`src/rtl/demux_1n_stream.sv`:
```
// demux_1n_stream: 1-to-N streaming demultiplexer with one registered output
// slot per channel. Each accepted input beat goes to the slot addressed by
// in_sel or to every slot at once in broadcast mode. Beats addressed past the
// last channel are sunk and flagged on err_sel.
// Optional per-channel accepted-beat counters: define DEMUX_STATS_EN.

// One output slot: a single-entry register with its own valid bit.
module demux_1n_stream_slot #(
  parameter int DW = 8
) (
  input  logic          clk,
  input  logic          rst,
  input  logic          load,
  input  logic [DW-1:0] din,
  input  logic          ready,
  output logic          valid,
  output logic [DW-1:0] data,
  output logic          free,
  output logic [15:0]   cnt
);

  // The slot can take a new beat when it is empty or being drained now.
  assign free = !valid | ready;

  // Slot register: a reload wins over a drain so a busy channel streams at 1 beat/clk.
  always_ff @(posedge clk or posedge rst) begin
    if (rst) begin
      valid <= 1'b0;
      data  <= '0;
    end else if (load) begin
      valid <= 1'b1;
      data  <= din;
    end else if (valid & ready) begin
      valid <= 1'b0;
    end
  end

`ifdef DEMUX_STATS_EN
  // Saturating count of beats loaded into this slot; only reset clears it.
  always_ff @(posedge clk or posedge rst) begin
    if (rst)                    cnt <= '0;
    else if (load && cnt != '1) cnt <= cnt + 16'd1;
  end
`else
  assign cnt = '0;
`endif

endmodule

module demux_1n_stream #(
  parameter int DW    = 8,
  parameter int N     = 8,
  parameter int SEL_W = 3
) (
  input  logic              clk,
  input  logic              rst,
  input  logic [DW-1:0]     in_data,
  input  logic [SEL_W-1:0]  in_sel,
  input  logic              in_bcast,
  input  logic              in_valid,
  output logic              in_ready,
  output logic [N*DW-1:0]   out_data,
  output logic [N-1:0]      out_valid,
  input  logic [N-1:0]      out_ready,
  output logic              err_sel,
  output logic [N*16-1:0]   stat_cnt
);

  if (N < 2 || N > (1 << SEL_W)) begin : g_bad_cfg
    $error("demux_1n_stream: need 2 <= N <= 2**SEL_W");
  end

  typedef struct packed {
    logic [DW-1:0]    data;
    logic [SEL_W-1:0] sel;
    logic             bcast;
  } req_t;

  req_t                          req;
  logic [31:0]                   sel_ext;
  logic                          in_range;
  logic                          accept;
  logic [N-1:0]                  free;
  logic [(1<<SEL_W)-1:0]         free_pad;
  logic [N-1:0]                  load;
  logic [N-1:0][DW-1:0]          slot_data;
  logic [N-1:0][15:0]            slot_cnt;

  assign req      = '{data: in_data, sel: in_sel, bcast: in_bcast};
  assign sel_ext  = 32'(req.sel);
  assign in_range = sel_ext < 32'(N);

  // Pad the free vector out to the full select range so in_sel can index it directly.
  always_comb begin
    free_pad        = '0;
    free_pad[N-1:0] = free;
  end

  // Broadcast waits for every slot (never partial); out-of-range beats are always sunk.
  always_comb begin
    in_ready = 1'b1;
    if (req.bcast)     in_ready = &free;
    else if (in_range) in_ready = free_pad[req.sel];
  end

  assign accept = in_valid & in_ready;

  for (genvar i = 0; i < N; i++) begin : g_lane
    assign load[i] = accept & (req.bcast | (in_range & (sel_ext == 32'(i))));

    demux_1n_stream_slot #(.DW(DW)) u_slot (
      .clk   (clk),
      .rst   (rst),
      .load  (load[i]),
      .din   (req.data),
      .ready (out_ready[i]),
      .valid (out_valid[i]),
      .data  (slot_data[i]),
      .free  (free[i]),
      .cnt   (slot_cnt[i])
    );
  end

  assign out_data = slot_data;
  assign stat_cnt = slot_cnt;

  // One-cycle flag for a dropped beat whose select names no channel.
  always_ff @(posedge clk or posedge rst) begin
    if (rst) err_sel <= 1'b0;
    else     err_sel <= accept & !req.bcast & !in_range;
  end

endmodule
```
`config.mk`:
```
export PLATFORM = sky130hd
export DESIGN_NAME = demux_1n_stream
export DESIGN_NICKNAME = d
export VERILOG_FILES = /design/src/rtl/demux_1n_stream.sv
export SDC_FILE = /design/constraint.sdc
export NUM_CORES = 1
export LEC_CHECK = 0
export CORE_UTILIZATION = 36
export CTS_BUF_LIST = sky130_fd_sc_hd__clkbuf_8
export DETAILED_ROUTE_END_ITERATION = 10
export PLACE_DENSITY = 0.81
export SYNTH_ARGS = -nofsm -noshare
export SYNTH_HDL_FRONTEND = slang
export SYNTH_SLANG_ARGS = --single-unit
```
`constraint.sdc`:
```
create_clock -name clk -period 2.4 [get_ports clk]
set_input_delay 0.48 -clock clk [delete_from_list [all_inputs] [get_ports clk]]
set_output_delay 0.48 -clock clk [all_outputs]
set_load 0.05 [all_outputs]
```
==> run summary <==
The power density over the cells is roughly 1300 nW/um^2. The critical path goes through clkdlybuf4s50_1 -> buf_4 -> nor2_1 -> o211ai_1 -> nor2_2 -> or3_4 -> buf_12. The maximum fanout encountered on the critical timing path is 4. The leakage power summed over all cells is approximately 2.4 nW. The headroom to the max-slew limit came out at a little over three fifths. The synthesized design spends more area on one cell type than any other, namely sky130_fd_sc_hd__dfrtp_1. The depth of the most critical reg-to-reg path came out at 7. The first-pass iteration count of the detailed router is 4. The post-route DRC violation count came out at 0. In the synthesized netlist, the cells that appear most often are 137 x sky130_fd_sc_hd__buf_4, 72 x sky130_fd_sc_hd__dfrtp_1, 52 x sky130_fd_sc_hd__mux2_2. The total of endpoints with negative setup slack in the final report is 1.

The total overflow left after global routing is 0. In the routed layout, each cell is associated on average with a via count of roughly 4.3. The number of nets in the layout came out at 488. The synthesized flop and latch total came out at roughly 70.

The number of failing hold endpoints at the final stage came to 0. Adding up every negative setup slack in the final design gives -1.13 ps. For the pin with the worst max-slew slack, the measured transition is ~560 ps. Counting flops with an async set or reset pin after synthesis yields a share of 100%.

The global routing usage summed across all routing layers is ~16%. The number of antenna-violating nets in the routed design is 0. The maximum number of buffers from clock root to sink came out at 2. The total area inside the core boundary comes to 10900 um^2. The final reports fail on negative setup slack. For this run, the slowest stage of the critical path takes roughly 520 ps. By area the synthesized netlist is led by sky130_fd_sc_hd__dfrtp_1 45%, sky130_fd_sc_hd__buf_4 25%, sky130_fd_sc_hd__mux2_2 15%. The first routing iteration left 70 violations. The area fraction of the dominant cell type after synthesis came out at roughly 45%. The area growth from synthesis to final layout came out at 27.0%. The global placement routability congestion came out at slightly below 0.9. The number of antenna violations at the first check in global routing came out at 0.

The final route contains ~2.6k vias. Data on the critical path arrives at its endpoint at about 1900 ps. The area of the die came out at 11600 um^2. The count of fill cells added during filler insertion is 944. Yosys mapped a number of flops with a built-in enable equal to 0. The slowest stage of the critical path belongs to the cell sky130_fd_sc_hd__clkdlybuf4s50_1. The mapped netlist covers approximately 4000 um^2. Entering global routing, the biggest net connects 53 pins. In the final layout, the share of cells above drive strength 1 is about 25%. The count of distinct cell types in the synthesized netlist came out at 36. The effective utilization at floorplan came out at 37.0%. The per-cell routed wire length came out at ~15 um.

The least setup slack across all paths after layout is -1.13 ps. The floorplan row count is 38. The height of the die came out at about 110 um. The type of the most critical hold path is in -> async. The post-synthesis area per instance came out at 11.7 um^2. The post-layout minimum cycle time is about 2400 ps.

The number of max-cap violations came out at 0. The number of antenna repair diodes is 0. The count of input and output buffers is 95. Hold repair after CTS inserted 0 buffers. The final critical path takes up 100% of the cycle. The yosys synthesis warning count came out at 0. Final hold analysis gives a worst-case slack of between 400 and 500 ps.

For the worst setup path, the data required time is 1920 ps. The root buffer selected by CTS is sky130_fd_sc_hd__clkbuf_8. By startpoint and endpoint, the worst setup path is classified as in -> out. The via count of the first global-routing pass is ~2.5k. The count of clock tree sinks came out at around 70. The sequential element share of the synthesized area came out at between 40% and 50%.

From left edge to right edge, the die measures ~110 um. The global-route wire length before repair is 13700 um. The H-tree depth came out at 3. The half-perimeter wire length after detailed placement is 6790 um. The count of pins on the block boundary came out at 225. STA classifies the critical path endpoint as an output port. The maximum resistive drop on vdd came out at approximately 0.0011 V.

The TritonCTS clock tree is done. The critical path runs through a total of 7 cells. The worst setup path is launched from an input pin. The clock network latency to the later pin of the worst-skew pair came out at roughly 360 ps. After clock tree synthesis, the clock-pin slew on the worst setup and hold paths is around 80 ps. The run finished, with violations left. The number of clock buffers added by TritonCTS is 9.

The worst clock skew on the final layout is between 9 and 10 ps. The combined buffer and inverter count along the critical path is 3. Among all flip-flop cells after synthesis, the most frequent one is sky130_fd_sc_hd__dfrtp_1.

Setup repair after global routing could not meet its margin everywhere. The wire length reported by the detailed router is 9160 um. For this run, the top clock speed supported by timing is roughly 420 MHz. The family of cells with the greatest summed delay on the critical path is buffers and inverters. The number of pins exceeding their max-slew limit in the final report came out at 0. The most common cell in the synthesized netlist is sky130_fd_sc_hd__buf_4.

The number of instances in the synthesized netlist came out at 344.
## metrics by stage
stage               util [%]  instance area [um^2]  total power, W  std cells  worst slack (ps)
CTS                     46.8                  5100         0.00687        608             0.325
detailed placement      44.9                  4890         0.00597        592              -288
global route            47.1                  5120         0.00709        609             -62.1
floorplan                  -                  4510         0.00483        472              95.1
finish                  47.1                  5120         0.00685        609             -1.13
global placement        44.9                  4890         0.00589        592              -289
## registers in the layout, indices dropped and copies added, names as in the netlist
signal	flops
g_lane.u_slot.data	64
g_lane.u_slot.valid	8
## worst register-to-register path: stages, from the launching register on
cell,delay (ps)
sky130_fd_sc_hd__dfrtp_1,410
sky130_fd_sc_hd__nand2b_4,110
sky130_fd_sc_hd__o221ai_2,130
sky130_fd_sc_hd__buf_4,160
sky130_fd_sc_hd__buf_4,130
sky130_fd_sc_hd__nor3b_1,390
sky130_fd_sc_hd__o21ai_4,150
sky130_fd_sc_hd__a221o_1,380
## path summary, 6_finish.rpt
| path | start | end | slack, ps |
|---|---|---|---|
| hold reg to reg | g_lane[6].u_slot.data[0] | g_lane[6].u_slot.data[0] | 490 |
| max in group asynchronous | rst | g_lane[4].u_slot.valid | 1300 |
| hold / removal | rst | g_lane[7].u_slot.valid | 450 |
| setup reg to reg | g_lane[7].u_slot.valid | g_lane[6].u_slot.data[7] | 420 |
| setup / recovery | in_sel[2] | in_ready | -1 |
| min in group clk | out_ready[0] | g_lane[0].u_slot.valid | 450 |
## timing repair
action,4_1_cts,5_1_grt
pin swaps,6,5
gates resized for setup,13,9
setup buffers,1,1
setup endpoints to repair,1,1
## kinds of logic after synthesis
| logic type | after synthesis | share of synthesized area [%] |
|---|---|---|
| buffers and inverters | 142 | 26.2 |
| AO/OA/AOI/OAI | 33 | 8.47 |
| other | 1 | 0.0930 |
| AND/OR/NAND/NOR | 44 | 6.08 |
| multiplexers | 52 | 14.5 |
| flip-flops | 72 | 44.7 |
## where the power goes
part	switching (W)	internal, W	total [W]
Clock	0.000438	0.000418	0.000856
Combinational	0.00274	0.00129	0.00404
Sequential	0.000277	0.00168	0.00196
Total	0.00346	0.00339	0.00685
## routing by layer
| metal | up-vias | track usage [%] | wire length, um |
|---|---|---|---|
| met5 | - | 0 | 0 |
| met1 | 1281 | 16.7 | 3370 |
| li1 | 1142 | - | - |
| met4 | 0 | 6.85 | 274 |
| met3 | 18 | 6.36 | 815 |
| met2 | 156 | 28.5 | 4700 |
## cell type report
class	count	area (um^2)	share of cell area, %
clock buffer	11	151	2.95
timing repair buffer	121	1250	24.4
tap	140	175	3.42
sequential	72	1800	35.2
multi-input combinational	258	1710	33.4
inverter	3	11.3	0.220
clock inverter	4	21.3	0.415
## cells in the final DEF (no fill, tap or decap), drive strengths merged, types with 2 or more instances in the layout
cell,Yosys,final
a221o,3,3
a32o,3,3
buf,139,27
clkbuf,0,12
clkdlybuf4s15,0,2
clkdlybuf4s50,0,91
clkinv,0,2
conb,1,129
dfrtp,72,72
inv,3,4
mux2,52,52
nand2,16,16
nand2b,10,10
nor2,5,5
nor3,2,2
nor3b,3,3
o21ai,12,12
o21bai,2,2
o22ai,2,2
o2bb2ai,6,6
or2,2,2
No activity file was read; power rests on OpenSTA's default activity.
